==> src/rtl/sequence_player_if.sv <==
// Handshake and button-level bundle for sequence_player.
// The z/pass/fail response-checker signals exist only when CHECK_EN is defined.
interface sequence_player_if;
    logic start;
    logic abort;
    logic p1;
    logic p2;
    logic busy;
    logic done;
`ifdef CHECK_EN
    logic z;
    logic pass;
    logic fail;
`endif

`ifdef CHECK_EN
    modport master (
        output start, abort, z,
        input  p1, p2, busy, done, pass, fail
    );
    modport slave (
        input  start, abort, z,
        output p1, p2, busy, done, pass, fail
    );
`else
    modport master (
        output start, abort,
        input  p1, p2, busy, done
    );
    modport slave (
        input  start, abort,
        output p1, p2, busy, done
    );
`endif
endinterface

==> src/rtl/sequence_player.sv <==
// Plays the four-press button code p1,p1,p2,p1 with HOLD-cycle presses and GAP-cycle gaps.
// Define CHECK_EN to add the z response checker with pass/fail pulses at completion.
//
// state | meaning
// IDLE  | waiting for start (abort has priority)
// PRESS | button selected by step held high, counter runs HOLD-1..0
// GAP   | both buttons low, counter runs GAP-1..0
// DONE  | one-cycle completion, done pulse
module sequence_player #(
    parameter int HOLD = 8,
    parameter int GAP  = 4
) (
    input logic            clk,
    input logic            reset,
    sequence_player_if.slave bus
);

    typedef enum logic [1:0] {
        ST_IDLE  = 2'd0,
        ST_PRESS = 2'd1,
        ST_GAP   = 2'd2,
        ST_DONE  = 2'd3
    } state_t;

    localparam logic [7:0] HOLD_LOAD = 8'(HOLD - 1);
    localparam logic [7:0] GAP_LOAD  = 8'(GAP - 1);

    state_t     state, state_nxt;
    logic [1:0] step, step_nxt;
    logic [7:0] cnt, cnt_nxt;
    logic       p1_q, p2_q, busy_q, done_q;

    always_ff @(posedge clk or posedge reset) begin
        if (reset) begin
            state <= ST_IDLE;
            step  <= 2'd0;
            cnt   <= 8'd0;
        end else begin
            state <= state_nxt;
            step  <= step_nxt;
            cnt   <= cnt_nxt;
        end
    end

    always_comb begin
        state_nxt = state;
        step_nxt  = step;
        cnt_nxt   = cnt;
        case (state)
            ST_IDLE: begin
                if (bus.start && !bus.abort) begin
                    state_nxt = ST_PRESS;
                    step_nxt  = 2'd0;
                    cnt_nxt   = HOLD_LOAD;
                end
            end
            ST_PRESS: begin
                if (bus.abort) begin
                    state_nxt = ST_IDLE;
                    step_nxt  = 2'd0;
                    cnt_nxt   = 8'd0;
                end else if (cnt == 8'd0) begin
                    state_nxt = ST_GAP;
                    cnt_nxt   = GAP_LOAD;
                end else begin
                    cnt_nxt = cnt - 8'd1;
                end
            end
            ST_GAP: begin
                if (bus.abort) begin
                    state_nxt = ST_IDLE;
                    step_nxt  = 2'd0;
                    cnt_nxt   = 8'd0;
                end else if (cnt == 8'd0) begin
                    if (step == 2'd3) begin
                        state_nxt = ST_DONE;
                        step_nxt  = 2'd0;
                        cnt_nxt   = 8'd0;
                    end else begin
                        state_nxt = ST_PRESS;
                        step_nxt  = step + 2'd1;
                        cnt_nxt   = HOLD_LOAD;
                    end
                end else begin
                    cnt_nxt = cnt - 8'd1;
                end
            end
            ST_DONE: begin
                state_nxt = ST_IDLE;
                step_nxt  = 2'd0;
                cnt_nxt   = 8'd0;
            end
            default: begin
                state_nxt = ST_IDLE;
                step_nxt  = 2'd0;
                cnt_nxt   = 8'd0;
            end
        endcase
    end

    // Outputs are registered from the next-state decode so they line up with the new state.
    always_ff @(posedge clk or posedge reset) begin
        if (reset) begin
            p1_q   <= 1'b0;
            p2_q   <= 1'b0;
            busy_q <= 1'b0;
            done_q <= 1'b0;
        end else begin
            p1_q   <= (state_nxt == ST_PRESS) && (step_nxt != 2'd2);
            p2_q   <= (state_nxt == ST_PRESS) && (step_nxt == 2'd2);
            busy_q <= (state_nxt == ST_PRESS) || (state_nxt == ST_GAP);
            done_q <= (state_nxt == ST_DONE);
        end
    end

    assign bus.p1   = p1_q;
    assign bus.p2   = p2_q;
    assign bus.busy = busy_q;
    assign bus.done = done_q;

`ifdef CHECK_EN
    logic seen, seen_nxt;
    logic pass_q, fail_q;

    always_comb begin
        seen_nxt = seen;
        if (state == ST_GAP && state_nxt == ST_PRESS && step_nxt == 2'd3)
            seen_nxt = 1'b0;
        else if ((state == ST_PRESS || state == ST_GAP) && step == 2'd3 && bus.z)
            seen_nxt = 1'b1;
    end

    always_ff @(posedge clk or posedge reset) begin
        if (reset) begin
            seen   <= 1'b0;
            pass_q <= 1'b0;
            fail_q <= 1'b0;
        end else begin
            seen   <= seen_nxt;
            pass_q <= (state_nxt == ST_DONE) && seen_nxt;
            fail_q <= (state_nxt == ST_DONE) && !seen_nxt;
        end
    end

    assign bus.pass = pass_q;
    assign bus.fail = fail_q;
`endif

endmodule

==> src/flat_wrapper.sv <==
// flat-port wrapper written by rule: the top's interface ports become plain ports
module sequence_player_flat 
#(
    parameter int HOLD = 8,
    parameter int GAP  = 4
)
  (clk, reset, bus_start, bus_abort, bus_p1, bus_p2, bus_busy, bus_done);
  sequence_player_if bus_i ();
  input logic clk;
  input logic reset;
  input wire logic [$bits(bus_i.start)-1:0] bus_start;
  input wire logic [$bits(bus_i.abort)-1:0] bus_abort;
  output wire logic [$bits(bus_i.p1)-1:0] bus_p1;
  output wire logic [$bits(bus_i.p2)-1:0] bus_p2;
  output wire logic [$bits(bus_i.busy)-1:0] bus_busy;
  output wire logic [$bits(bus_i.done)-1:0] bus_done;
  assign bus_i.start = bus_start;
  assign bus_i.abort = bus_abort;
  assign bus_p1 = bus_i.p1;
  assign bus_p2 = bus_i.p2;
  assign bus_busy = bus_i.busy;
  assign bus_done = bus_i.done;
  sequence_player #(.HOLD(HOLD), .GAP(GAP)) u_core (.clk(clk), .reset(reset), .bus(bus_i));
endmodule
==> config.mk <==
export PLATFORM = sky130hd
export DESIGN_NAME = sequence_player_flat
export DESIGN_NICKNAME = d
export VERILOG_FILES = /design/src/rtl/sequence_player_if.sv /design/src/rtl/sequence_player.sv /design/src/flat_wrapper.sv
export SDC_FILE = /design/constraint.sdc
export NUM_CORES = 1
export LEC_CHECK = 0
export ABC_AREA = 1
export CORE_MARGIN = 2
export CORE_UTILIZATION = 58
export CTS_BUF_LIST = sky130_fd_sc_hd__clkbuf_8
export DETAILED_ROUTE_END_ITERATION = 10
export HOLD_SLACK_MARGIN = 0.06
export PLACE_DENSITY = 0.88
export SLEW_MARGIN = 20
export SYNTH_ARGS = -nofsm -noshare
export SYNTH_HDL_FRONTEND = slang
export SYNTH_SLANG_ARGS = --single-unit
==> constraint.sdc <==
create_clock -name clk -period 1.9 [get_ports clk]
set_clock_uncertainty 0.05 [all_clocks]
set_input_delay 0.38 -clock clk [delete_from_list [all_inputs] [get_ports clk]]
set_output_delay 0.38 -clock clk [all_outputs]
set_load 0.05 [all_outputs]
==> metrics, run 1 <==
Final Slew Violations 0; HP Class in2async; vias in the first global route ~890; Setup Crit Path Kind reg2reg; critical path data arrival time 1880 ps; EDFF count, synth 0; Post-Syn Instances 129; global-route wire length before repair 3650 um; die height 45.9 um; Avg Synthesized Cell Area 7.88 um2; crit share post-route 93.2%; Placed Cells incl. Taps 159; setup TNS 0 ps; via-per-instance ratio 5.56; largest area contributor in the synthesized netlist dfrtp_1; Ys Warns 0; Syn Nets 137; final hold viol count 0; vias 906; Root Driver clkbuf_8; min cycle time layout 1770 ps; initial antenna violation count 0; ys async rst share 100%; Post-synth top cells nand2_1, inv_1, dfrtp_1, nor2_1, a21oi_1; Crit. End Element flip-flop; clk slew on worst S/H paths 60 ps; Worst Max-Slew Pin Slew approximately 640 ps; largest net degree at the start of global routing 17; Placer Congestion 0.853; post-synthesis sequential area ratio 39.4%; Max Cap Violations 0; outcome completed; Sink Count 16; cell family with most CP delay simple AND/OR/NAND/NOR gates; FP Rows 15; final setup fails 0; DR pass1 iterations 4; GR Overflow Total 0; Distinct cells, synth 22; HPWL after detailed placement 1640 um; die footprint 2100 um2; Final #Nets 155; total core area 1690 um2; CTS Buf Count 3; required time of the critical path between 2000 and 2500 ps; post-route insts no fill 163; Residual DRC 0; count leader, synth nand2_1; crit path buf inv count 3; Setup Buffers After CTS 0; fin util 71.5%; Clock Latency Late Sink 260 ps; Die X-Extent between 40 and 50 um; Area Overhead vs Synth 18.8%; CTS tree built; WL/cell 13.8 um; most area-consuming cells after synthesis dfrtp_1, nand2_1, inv_1; Routed Antenna Nets 0; # IOs 8; DR iter-0 viols 22; I/O Buffers 7; crit-path max FO 5; peak supply drop 0.000925 V; DRT Wirelength 2260 um; max incr delay on CP 380 ps; Synth Register Bits 16; Rel. slew slack 57.2%; CTS H-tree depth 1; crit path max-delay cell type dfrtp_1; top_reg_cell synth dfrtp_1; CP Cell Sequence inv_1 > ha_2 > nand2_2 > nor2_8 > nand2_4 > nand2_1 > nand2_1 > o21ai_1 > inv_2 > ha_1 > inv_1; Longest Clk Path Bufs 2; PwrDens 1430 nW/um2; synthesized area 1020 um2; Total Routing Usage GR 25.1%; R2R Setup Slk 130 ps; Synth top area share 39.4%; n_diodes 0; fraction of final layout cells sized beyond drive strength 1 around 30%; static leakage 0.000654 uW; RSZ-0062 raised after global routing no; CP startpoint kind flip-flop; Initial Utilization 60.1%; fmax 565 MHz
-- cells by family (layout without fill, tap and decap cells) --
kind of cell | Yosys count | after routing | share of synthesized area [%]
and+or+nand+nor | 61 | 61 | 32.1
xor gates and xnor gates | 5 | 5 | 4.31
DFF | 16 | 16 | 39.4
AOI/OAI and AO/OA | 18 | 18 | 9.73
buffers and inverters | 25 | 42 | 9.48
adders and majority gates | 4 | 4 | 4.93
-- layout make-up --
cell class	instances	area, um2
multi-input combinational	88	529
fill	125	482
sequential	16	400
timing repair buffer	13	105
inverter	25	96.3
clock buffer	4	55.1
tap	17	21.3
-- worst paths after layout --
path / depth (start not counted) / start / endpoint
hold / removal: 2 / reset / u_core.state[1]
setup reg to reg: 11 / u_core.cnt[1] / u_core.bus.busy
min in group clk: 2 / u_core.cnt[1] / u_core.cnt[1]
hold reg to reg: 2 / u_core.cnt[1] / u_core.cnt[1]
max in group asynchronous: 2 / reset / u_core.cnt[6]
setup / recovery: 11 / u_core.cnt[1] / u_core.bus.busy
-- cell usage in the layout (no fill, tap or decap) --
master	netlist	routed
o21ai_2	1	2
ha_2	0	1
o22ai_1	2	2
nor3_1	2	2
a21oi_1	7	6
clkbuf_8	0	4
dfrtp_1	16	16
nand2_4	3	3
o211ai_1	1	1
nand3_2	3	3
nor2_1	16	16
ha_1	4	3
buf_4	0	10
nand3_1	4	4
o21ai_1	4	4
inv_2	6	6
nor2_4	1	1
nor2_2	6	6
nand2_1	21	21
inv_4	1	1
nor2_8	1	1
o21ai_0	3	2
a21oi_2	0	1
nand2_2	4	4
xor2_1	5	5
clkdlybuf4s50_1	0	3
inv_1	18	18
-- through the flow --
stage               setup WS, ps  total power (uW)  area (um2)  hold slack (ps)
finish                       129              1730        1210              456
global route                9.95              1840        1210              540
CTS                         70.4              1720        1200              466
detailed placement         -62.4              1390        1140              494
global placement            62.3              1360        1140              463
floorplan                    183              1170        1020              244
-- power breakdown --
part / internal (uW) / total (uW) / switching [uW]
Clock: 184 / 309 / 125
Combinational: 330 / 912 / 582
Sequential: 426 / 508 / 82.1
Total: 940 / 1730 / 789
-- flip-flops by register name (all words and copies together), names as in the netlist --
signal           count
u_core.bus.p2        1
u_core.cnt           8
u_core.step          2
u_core.bus.p1        1
u_core.bus.done      1
u_core.state         2
u_core.bus.busy      1
-- timing repair --
action                                  CTS  global route
endpoints found under the setup margin    2             4
gates resized for setup                   1             3
hold endpoints to repair                  0             0
hold buffers                              0             0
-- routing by layer --
metal  up-vias  share of wire (%)  track usage, %
met5         -                  0               0
met4         0                4.9            16.6
met1       434                 39            26.1
li1        434                  -               -
met3        13                2.5            3.57
met2        25                 53            45.6
No activity file was read; power rests on OpenSTA's default activity.
==> inputs of run 2 (changes only) <==
Settings changed: CORE_UTILIZATION 58 to 53, PLACE_DENSITY 0.88 to 0.85.
Clock period 1.9 ns to 1.6 ns, I/O delays scaled along.
==> run 2 against run 1 <==
Effect of this change:
- count of clock-buffer cells in the layout did not move
- fmax grew 4.9%
- first-iteration DRC count decreased by 18%
- final cell count is 17% higher
- largest power group unchanged
- combinational power rose by 66%
- register-to-register slack got worse by 220 ps
- sequential cell count unchanged
- the run now ends with setup timing left
- core utilization rose by 11 points
- global-route usage grew 0.23 points
- wire length rose by 15%
- critical path depth stayed put
- non-clock buffer count rose by 19
==> metrics, run 2 (synthesized netlist as in run 1, its figures left out) <==
max reg flops 8 (unchanged); final setup fails 8 (+8); Longest Clk Path Bufs 2 (unchanged); die footprint 2280 um2 (+8.6%); Max Cap Violations 0 (unchanged); GR Overflow Total 0 (unchanged); required time of the critical path 1710 ps (-300 ps); Final #Nets 174 (+12%); outcome finished, violations left; Crit. End Element flip-flop; Pwr Total 2460 uW (+43%); crit share post-route 105% (+12 points); Comb pwr share 61.2% (+8.5 points); Total Routing Usage GR 25.3% (+0.23 points); Clock Latency Late Sink 260 ps (about the same); n_diodes 0 (unchanged); initial antenna violation count 0 (unchanged); CP startpoint kind flip-flop; Post-Place Worst Slack -170 ps (-107 ps); Residual DRC 0 (unchanged); Rel. slew slack 83.2% (+26 points); Switching Fraction 44.5% (-1.1 points); failing checks setup timing; hold buffers post-CTS 0 (unchanged); Initial Utilization 57.6% (-2.6 points); # IOs 8 (unchanged); fraction of final layout cells sized beyond drive strength 1 45.5% (+16 points); WL/cell 13.7 um (-1.4%); Final Slew Violations 0 (unchanged); HP Class in2async; Worst Max-Slew Pin Slew 250 ps (-391 ps); peak supply drop 0.00105 V (+13%); Int Pwr 1370 uW (+45%); Final WS setup -87.4 ps (-217 ps); final hold viol count 0 (unchanged); HPWL after detailed placement 1680 um (+3.0%); post-route insts no fill 190 (+17%); die height 47.8 um (+4.2%); sequential share of power 23.7% (-5.7 points); via-per-instance ratio 4.99 (-10%); global-route wire length before repair 3930 um (+7.6%); Routed Antenna Nets 0 (unchanged); I/O Buffers 7 (unchanged); CTS Buf Count 3 (unchanged); clock power share 15.1% (-2.8 points); DR iter-0 viols 18 (-18%); fin util 82.8% (+11 points); Placed Cells incl. Taps 181 (+14%); DR pass1 iterations 4 (unchanged); CTS tree built; Die X-Extent 47.8 um (+4.2%); R2R Setup Slk -90 ps (-220 ps); Setup Crit Path Kind reg2reg; RSZ-0062 raised after global routing yes; commonest non-fill, non-tap cell in the layout buf_4; largest registers u_core.cnt (8), u_core.state (2), u_core.step (2); critical path data arrival time 1800 ps (-80 ps); most frequent cells in the layout buf_4, nand2_1, dfrtp_1; DRT Wirelength 2600 um (+15%); NetSw 1100 uW (+39%); static leakage 0.000763 uW (+17%); Root Driver clkbuf_8; Top reg by flops u_core.cnt; vias in the first global route 913 (+3.0%); vias 949 (+4.7%); FP Rows 15 (unchanged); CTS H-tree depth 1 (unchanged); crit-path max FO 4 (-1); Sink Count 16 (unchanged); PwrDens 1690 nW/um2 (+18%); total core area 1760 um2 (+4.4%); Reg-to-Reg Start u_core.cnt[0]; fmax 593 MHz (+4.9%); setup TNS -391 ps (-391 ps); largest net degree at the start of global routing 17 (unchanged); Crit Reg-Reg Endpoint u_core.bus.busy; Placer Congestion 0.933 (+9.4%); Area Overhead vs Synth 43.7%; clk slew on worst S/H paths 70 ps (about the same); min cycle time layout 1690 ps (-83.5 ps); R2R depth 11 (unchanged)
-- run 2: cell types whose count changed in the layout (fill, tap and decap cells not counted), sizes merged --
cell  previous run  this run
buf             10        29
-- run 2: area by class of cell --
class | instances | area (um2)
repair buffers | 32 | 255
well taps | 25 | 31.3
flip-flops and latches | 16 | 400
clock buffers | 4 | 55.1
inverters | 25 | 96.3
multi-input cells | 88 | 622
fillers | 106 | 304
-- run 2: worst max-delay path by stage --
stage                                 end  slack (ps)          start
after floorplan           u_core.bus.busy           4  u_core.cnt[0]
after global routing        u_core.bus.p2        -180  u_core.cnt[0]
after detailed placement    u_core.bus.p2        -170      bus_abort
after global placement      u_core.bus.p1         -80      bus_abort
final                     u_core.bus.busy         -90  u_core.cnt[0]
after CTS                   u_core.bus.p2         -30  u_core.cnt[0]
-- run 2: power by group through the flow --
stage                     combinational (uW)  sequential, uW  clock (uW)
final                                   1510             583         372
after detailed placement                1240             582           0
after global placement                  1210             578           0
after floorplan                          774             653           0
after global routing                    1630             591         390
after CTS                               1390             579         368
-- run 2: worst max-delay path: stages (launching register included) --
cell and delay [ps]:
dfrtp_1 420, inv_2 90, ha_4 180, nand2_4 80, nor2_8 150, nand2_4 60, nand2_1 80, nand2_2 70
o21ai_4 80, inv_2 60, ha_4 250, inv_1 30
-- run 2: what timing repair did --
action / in CTS / in global routing
resized for setup: 14 / 10
setup endpoints to repair: 4 / 12
pin swaps: 11 / 6
hold endpoints to repair: 0 / 0
setup buffers: 3 / 2
-- run 2: metrics by stage --
| stage | cell area (um2) | hold slack, ps |
|---|---|---|
| floorplan | 1030 | 184 |
| global placement | 1270 | 463 |
| detailed placement | 1270 | 499 |
| CTS | 1400 | 328 |
| global route | 1460 | 369 |
| finish | 1460 | 317 |
-- run 2: layer usage --
layer	vias up	track usage [%]	share of wire [%]
li1	473	-	-
met1	455	29.5	43
met2	15	45.6	53
met3	6	4.91	2.6
met4	0	9.19	1.4
met5	-	0	0
==> inputs of run 3 (changes only) <==
Settings changed: CORE_UTILIZATION 53 to 58, DONT_BUFFER_PORTS from default to 1.
==> run 3 against run 2 <==
Effect of this change:
- the run still ends with setup timing left
- core utilization is 4.4 points lower
- count of clock-buffer cells in the layout is 1 lower
- non-clock buffer count is 12 lower
- critical path depth stayed put
- largest cell class unchanged
- highest routed layer unchanged
==> metrics, run 3 (synthesized netlist as in run 1, its figures left out) <==
outcome finished, violations left; failing checks setup timing; CP startpoint kind flip-flop; # IOs 8 (unchanged); Crit. End Element flip-flop; final hold viol count 0 (unchanged); crit share post-route 101% (-4.3 points); DRT Wirelength 2360 um (-9.1%); peak supply drop 0.000905 V (-13%); total core area 1690 um2 (-4.3%); CP Cell Sequence inv_2 > ha_4 > nand2_4 > nor2_8 > nand2_4 > nand2_2 > nand2_2 > o21ai_4 > inv_2 > ha_4 > inv_2; crit path max-delay cell type dfrtp_1; Residual DRC 0 (unchanged); Final WS setup -18.7 ps (+68.6 ps); Max Cap Violations 0 (unchanged); Reg-to-Reg Start u_core.cnt[0]; Top reg by flops u_core.cnt; Clock Latency Late Sink 250 ps (about the same); n_diodes 0 (unchanged); fmax 618 MHz (+4.2%); CTS Buf Count 3 (unchanged); most used cell, CP inv_2; HP Class in2reg; via-per-instance ratio 5.37 (+7.5%); Initial Utilization 60.1% (+2.6 points); CTS H-tree depth 1 (unchanged); fraction of final layout cells sized beyond drive strength 1 43.4% (-2.0 points); most frequent cells in the layout buf_4, nand2_1, dfrtp_1; max reg flops 8 (unchanged); crit path buf inv count 3 (unchanged); HPWL after detailed placement 1520 um (-9.8%); Rel. slew slack 57.1% (-26 points); min cycle time layout 1620 ps (-68.6 ps); cell family with most CP delay adder cells; CTS tree built; RSZ-0062 raised after global routing yes; Die X-Extent 45.9 um (-4.0%); commonest non-fill, non-tap cell in the layout buf_4; PwrDens 1740 nW/um2 (+3.3%); largest net degree at the start of global routing 17 (unchanged); FP Rows 15 (unchanged); DR pass1 iterations 4 (unchanged); die height 45.9 um (-4.0%); Final Slew Violations 0 (unchanged); GR Overflow Total 0 (unchanged); global-route wire length before repair 3960 um (+0.87%); WL/cell 14.0 um (+2.2%); Longest Clk Path Bufs 2 (unchanged); largest registers u_core.cnt (8), u_core.state (2), u_core.step (2); die footprint 2100 um2 (-7.9%); Total Routing Usage GR 26.7% (+1.3 points); clk slew on worst S/H paths 60 ps (about the same); Placed Cells incl. Taps 157 (-13%); Sink Count 16 (unchanged); hold_sp bus_abort; Routed Antenna Nets 0 (unchanged); critical path data arrival time 1720 ps (-80 ps); vias in the first global route 949 (+3.9%); Final #Nets 162 (-6.9%); Root Driver clkbuf_8; final setup fails 2 (-6); crit path from u_core.cnt[0]; I/O Buffers 0 (-7); static leakage 0.000695 uW (-8.9%); DR iter-0 viols 34 (+16); Area Overhead vs Synth 30.3%; post-route insts no fill 169 (-11%); # fillers 113 (+6.6%); Setup Crit Path Kind reg2reg; Pwr Total 2310 uW (-6.4%); crit-path max FO 4 (unchanged); max incr delay on CP 390 ps (-30 ps); vias 907 (-4.4%); initial antenna violation count 0 (unchanged); Worst Max-Slew Pin Slew 643 ps (+392 ps); required time of the critical path 1700 ps (about the same); Placer Congestion 0.950 (+1.8%)
==> run 3: cell types whose count changed in the layout (fill, tap and decap cells not counted), sizes merged <==
cell,change
buf,-10
clkbuf,-1
clkdlybuf4s50,-3
dlygate4sd3,+1
==> run 3: worst paths after layout <==
check | cells past startpoint | to | slack (ps)
worst max-delay path | 11 | u_core.bus.busy | -20
worst min-delay path | 1 | u_core.state[0] | 150
worst max register to register | 11 | u_core.bus.busy | -20
worst min register to register | 2 | u_core.cnt[1] | 520
max in group asynchronous | 2 | u_core.step[0] | 540
min in group asynchronous | 2 | u_core.cnt[3] | 540
==> run 3: layer usage <==
layer	vias up	global-route usage, %	wire [um]
met3	9	5.16	59
met1	434	29.9	933
met2	19	47.2	1300
met5	-	0	0
met4	0	13.1	61
li1	445	-	-
==> run 3: layout make-up <==
| cell class | instances | area [um2] | area share [%] |
|---|---|---|---|
| multi-input combinational | 88 | 608 | 45.9 |
| sequential | 16 | 400 | 30.2 |
| timing repair buffer | 20 | 156 | 11.8 |
| inverter | 25 | 96.3 | 7.28 |
| clock buffer | 3 | 41.3 | 3.12 |
| tap | 17 | 21.3 | 1.61 |
==> run 3: through the flow <==
stage | utilization, % | hold WS (ps) | setup WS [ps] | TNS [ps] | instance area (um2)
final | 78.4 | 149 | -18.7 | -30.9 | 1320
after global routing | 78.4 | 148 | -99.2 | -379 | 1320
after CTS | 75.7 | 151 | -10.1 | -13.6 | 1280
after detailed placement | 67.3 | 280 | -116 | -323 | 1140
after global placement | 67.3 | 258 | -30.8 | -90.9 | 1140
after floorplan | - | 184 | 3.75 | 0 | 1030
==> run 3: repair_timing <==
action / CTS / global route
hold buffers: 1 / 0
gates resized for setup: 17 / 7
buffers inserted: 4 / 4
pin swaps: 9 / 4
endpoints found under the hold margin: 16 / 0
setup endpoints to repair: 5 / 6
gates cloned: 0 / 0
==> run 3: power breakdown <==
part | total, uW | internal, uW | switching [uW]
Clock | 303 | 167 | 135
Sequential | 654 | 506 | 149
Combinational | 1350 | 594 | 757
